$ cat src/rtl/pll.sv
// Integer clock divider with 50% duty and a sticky lock flag.
// All state is on clk_in; clr clears everything asynchronously.
module pll #(
    parameter int DIV         = 2,
    parameter int LOCK_CYCLES = 4
) (
    input  logic clk_in,
    output logic clk_out,
    input  logic clr = 1'b0,
    output logic locked
);

    localparam int CW = (DIV > 1) ? $clog2(DIV) : 1;
    localparam int LW = $clog2(LOCK_CYCLES + 1);

    if (DIV < 1) begin : g_div_check
        $error("pll: DIV must be >= 1");
    end
    if (LOCK_CYCLES < 1) begin : g_lock_check
        $error("pll: LOCK_CYCLES must be >= 1");
    end

    // Two-flop reset synchroniser; run is high from the release posedge onward.
    logic rst_meta;
    logic rst_sync;
    logic run;
    logic rise;

    always_ff @(posedge clk_in or posedge clr) begin
        if (clr) begin
            rst_meta <= 1'b1;
            rst_sync <= 1'b1;
        end else begin
            rst_meta <= 1'b0;
            rst_sync <= rst_meta;
        end
    end

    assign run = ~rst_sync;

    if (DIV == 1) begin : g_div1
        // Enable is retimed on the falling edge so the AND gate never chops a high phase.
        logic en_n;

        always_ff @(negedge clk_in or posedge clr) begin
            if (clr) begin
                en_n <= 1'b0;
            end else begin
                en_n <= run;
            end
        end

        assign clk_out = clk_in & en_n;
        assign rise    = run;
    end else begin : g_divn
        logic [CW-1:0] cnt;

        always_ff @(posedge clk_in or posedge clr) begin
            if (clr) begin
                cnt <= '0;
            end else if (run) begin
                cnt <= (cnt == CW'(DIV - 1)) ? '0 : cnt + CW'(1);
            end
        end

        assign rise = run && (cnt == '0);

        if (DIV % 2 == 0) begin : g_even
            logic q;

            always_ff @(posedge clk_in or posedge clr) begin
                if (clr) begin
                    q <= 1'b0;
                end else begin
                    q <= run && (cnt < CW'(DIV / 2));
                end
            end

            assign clk_out = q;
        end else begin : g_odd
            // p covers the whole input periods of the high phase; n extends it by
            // the trailing half period. Only one of them changes at any instant.
            logic p;
            logic n;

            always_ff @(posedge clk_in or posedge clr) begin
                if (clr) begin
                    p <= 1'b0;
                end else begin
                    p <= run && (cnt < CW'((DIV - 1) / 2));
                end
            end

            always_ff @(negedge clk_in or posedge clr) begin
                if (clr) begin
                    n <= 1'b0;
                end else begin
                    n <= p;
                end
            end

            assign clk_out = p | n;
        end
    end

    // Counts clk_out rising edges; locked latches on the LOCK_CYCLES-th one.
    logic [LW-1:0] lock_cnt;

    always_ff @(posedge clk_in or posedge clr) begin
        if (clr) begin
            lock_cnt <= '0;
            locked   <= 1'b0;
        end else if (rise && !locked) begin
            lock_cnt <= lock_cnt + LW'(1);
            if (lock_cnt == LW'(LOCK_CYCLES - 1)) begin
                locked <= 1'b1;
            end
        end
    end

endmodule

$ cat config.mk
export PLATFORM = sky130hd
export DESIGN_NAME = pll
export DESIGN_NICKNAME = d
export VERILOG_FILES = /design/src/rtl/pll.sv
export SDC_FILE = /design/constraint.sdc
export NUM_CORES = 1
export LEC_CHECK = 0
export ABC_AREA = 1
export BUFFER_PORTS_ARGS = -buffer_cell sky130_fd_sc_hd__buf_2
export CAP_MARGIN = 20
export CORE_AREA = 10 10 47 49
export DETAILED_ROUTE_END_ITERATION = 12
export DIE_AREA = 0 0 57 59
export HOLD_SLACK_MARGIN = 0.02
export PLACE_DENSITY_LB_ADDON = 0.05
export SLEW_MARGIN = 20
export SYNTH_ARGS = -nofsm -noshare
export SYNTH_HDL_FRONTEND = slang
export SYNTH_SLANG_ARGS = --single-unit
$ cat constraint.sdc
create_clock -name clk_in -period 1.4 [get_ports clk_in]
set_clock_uncertainty 0.05 [all_clocks]
set_input_delay 0.14 -clock clk_in [delete_from_list [all_inputs] [get_ports clk_in]]
set_output_delay 0.14 -clock clk_in [all_outputs]
set_load 0.1 [all_outputs]
==> flow_results.org <==
** Clock network
- CTS built an H-tree with a depth of 1.
- Library cell used as clock root buffer :: sky130_fd_sc_hd__clkbuf_4
- Clock buffers created by TritonCTS :: 3
- TritonCTS built the clock tree.
- CTS Buffer Depth :: 2
- The clock drives 8 sinks.
- Post-CTS setup buffer count :: 0
- CTS hold repair buffers :: 1
- Post-CTS repair changed the size of 0 cells.
- After clock tree synthesis, the clock-pin slew on the worst setup and hold paths is ~0.060 ns.
- For the worst-skew pair, the clock arrives at the later sink with an insertion delay of roughly 0.25 ns.

** Global route
- For met1 alone, demand over resource in global routing was 0.0397.
- GR Util met2 :: 0.0450
- Vias in the first global route :: between 200 and 250
- Overflow after GRT :: 0
- The first global-routing pass estimated about 900 µm of wire.
- Most Crowded Layer GR :: met2
- For met3 alone, demand over resource in global routing was 0.0279.
- The number of antenna violations at the first check in global routing came to 0.
- Total routing usage reported by global routing :: 0.0378
- Pin count of the biggest net entering global routing :: 9

** Critical path
- The number of buffers and inverters on the critical path is 1.
- The worst setup path is captured at an output pin.
- WP data arrival :: around 1.0 ns
- Critical Path, Cell by Cell :: buf_2
- Startpoint types :: flip-flop
- Required time of the critical path :: roughly 1.2 ns
- The slowest stage of the critical path is the sky130_fd_sc_hd__buf_2 cell.
- Cell class contributing the biggest share of worst-path delay :: buffers and inverters
- In this design, the stage delay of the slowest critical-path cell is approximately 0.42 ns.
- Highest net fanout along the worst path :: 2
- The critical path is of the reg2out type.

** STA
- Setup violations, final :: 0
- Final period demand of the worst path :: between 1 and 1.5 ns
- TNS Setup :: 0 ns
- The final-report hold violation count is 0.
- Peak clock frequency supported by timing :: just over 800 MHz
- Final number of max-transition violations :: 0
- Share of the cycle needed by the critical path after routing :: 0.873
- Unrepaired setup endpoints after global routing :: no

** Routing
- In this run, the number of DRC markers left after iteration 0 of detailed routing was 0.
- After detailed routing, the average wire length per cell comes to 9.67 µm.
- Routed vias/inst :: 3.89
- Detailed-route DRC error count :: 0
- Summed over all layers, the routed wires come to between 500 and 600 µm.
- Once detail routing completed, the nets flagged for antenna violations numbered 0.
- Vias after detailed routing :: 210
- Drt first pass iters :: 1

** Synth
- Post-synth top area share :: 0.467
- Gate count of the mapped netlist :: 30
- Each instance of the synthesized netlist takes up on average approximately 11 µm².
- The complex-gate fraction of the synthesized area came to 0.
- Of the synthesized area, sequential elements account for 0.630.
- Synthesis inferred 8 register bits.
- Yosys printed 0 warnings.
- The number of nets handed over by synthesis was 34.
- Ranked by total cell area, the synthesized netlist is headed by sky130_fd_sc_hd__dfrtp_1 (47%), sky130_fd_sc_hd__dfstp_2 (16%), sky130_fd_sc_hd__nand2_1 (9.3%).
- The mapped netlist covers about 320 µm².
- Counting distinct cell types in the post-synthesis netlist gives 10.
- Adder-Cell Fraction of Synth Area :: 0.0778
- After synthesis, the largest family of logic cells by area is simple AND/OR/NAND/NOR gates.
- Of the total synthesized cell area, the portion taken by XOR and XNOR cells is 0.0272.
- After synthesis, the share of cell area in mux cells is 0.
- Synth area leader :: sky130_fd_sc_hd__dfrtp_1
- Synth Area in Simple Gates :: 0.195

** Pwr
- Switching component of the power :: 0.405 mW
- Net switching share of the total power :: 0.443
- Summed over all cells, the static leakage comes to 0.204 nW.
- IR analysis of the VDD net gives a maximum drop of 675 µV.
- Power spread over the standard cell area amounts to 2320 mW/mm².
- Internal cell power :: 0.509 mW
- The share of total power dissipated in the clock network is 0.213.
- The share of total power dissipated in sequential elements is 0.398.
- Of the total power, combinational logic draws 0.389.

** Final layout
- FILL cells :: 160
- Measured on the finished design, the core utilization comes to 0.281.
- Final net count :: 43
- Post-route insts no fill :: 54
- From synthesis to final layout, the design area changed by 22.6%.
- In the final layout, the share of cells above drive strength 1 is 0.289.
- Antenna diode count :: 0

** Die
- After floorplanning, the core was divided into 14 placement rows.
- The floorplan step defined a die boundary enclosing 0.00336 mm².
- In this run the vertical extent of the chip is ~59 µm.
- 4 I/O pins were placed.
- The initial utilization of the core area, before any placement, comes to 0.229.
- After floorplanning, the core was sized to cover 0.00140 mm².
- Measured along the x axis, the die boundary spans between 50 and 60 µm.

** Place
- The congestion estimate from routability-driven global placement came to 0.644.
- Placed Cells incl. Taps :: 49
- Total of buffers placed on input and output ports :: 3

** Worst hold path
- The tightest min-delay check is of the reg2reg type.

** Run
- Number of max-cap violations :: 0

** Status
- Run status :: complete, no violations
[worst register-to-register path, delay by kind of cell, from the launching register on]
| kind | cells | cell delay (ns) |
|---|---|---|
| AND/OR/NAND/NOR | 2 | 0.12 |
| adder cells (fa/ha/maj) | 2 | 0.47 |
| buffers and inverters | 1 | 0.03 |
| flip-flops | 1 | 0.39 |
[state kept, by name (all words and copies together) (netlist names)]
| register | cells |
|---|---|
| rst_sync | 1 |
| g_divn.cnt | 1 |
| clk_out | 1 |
| locked | 1 |
| rst_meta | 1 |
| lock_cnt | 3 |
[metal layers]
layer	vias up	wire (µm)
li1	105	-
met1	98	252
met2	5	213
met3	2	39
met4	0	16
met5	-	0
[path summary, 6_finish.rpt]
kind,startpoint,to,slack [ns],depth (start not counted)
setup reg to reg,lock_cnt[0]$_DFFE_PP0P_,lock_cnt[2]$_DFFE_PP0P_,0.23,5
setup / recovery,locked$_DFFE_PP0P_,locked,0.18,1
hold reg to reg,rst_meta$_DFF_PP1_,rst_sync$_DFF_PP1_,0.30,0
max in group asynchronous,clr,rst_meta$_DFF_PP1_,0.69,3
hold / removal,rst_meta$_DFF_PP1_,rst_sync$_DFF_PP1_,0.30,0
min in group asynchronous,clr,lock_cnt[1]$_DFFE_PP0P_,0.32,3
[through the flow]
stage,worst slack [ns],area (µm²),power [mW],hold WS (ns)
after floorplan,0.238,323,0.661,-0.0958
after global placement,0.253,358,0.718,0.0440
after detailed placement,0.230,358,0.726,0.0563
after CTS,0.159,394,0.933,0.305
after global routing,0.144,394,0.984,0.314
final,0.178,394,0.913,0.305
[cell type report]
class,instances,area (µm²),area share
sequential,8,204,0.517
multi-input combinational,17,100,0.254
clock buffer,4,26.3,0.0667
timing repair buffer,4,25.0,0.0635
tap,16,20.0,0.0508
inverter,5,18.8,0.0476
[power groups by stage]
stage	clock network [mW]	logic [mW]	registers, mW
after floorplan	0	0.142	0.518
final	0.195	0.355	0.363
after global placement	0	0.352	0.367
after CTS	0.207	0.363	0.363
after global routing	0.215	0.397	0.372
after detailed placement	0	0.359	0.367
[layout by cell type, fill, tap and decap left out, drive strengths merged]
cell type / Yosys / routed
buf: 0 / 3
clkbuf: 0 / 4
conb: 1 / 1
dfrtp: 6 / 6
dfstp: 2 / 2
dlygate4sd3: 0 / 1
ha: 2 / 2
inv: 5 / 5
nand2: 9 / 9
nand3: 3 / 3
nor2: 1 / 1
xnor2: 1 / 1
[synthesized netlist by cell type]
cell type / count
sky130_fd_sc_hd__ha_1: 2
sky130_fd_sc_hd__nand2_1: 8
sky130_fd_sc_hd__nor2_4: 1
sky130_fd_sc_hd__nand3_1: 3
sky130_fd_sc_hd__dfstp_2: 2
sky130_fd_sc_hd__conb_1: 1
sky130_fd_sc_hd__xnor2_1: 1
sky130_fd_sc_hd__dfrtp_1: 6
sky130_fd_sc_hd__nand2_2: 1
sky130_fd_sc_hd__inv_1: 5
[cell families after synthesis]
logic type | Yosys count
buf+inv | 5
xor+xnor | 1
other cells | 1
simple gates | 13
flops | 8
fa+ha+maj | 2
No activity file was read; power rests on OpenSTA's default activity.
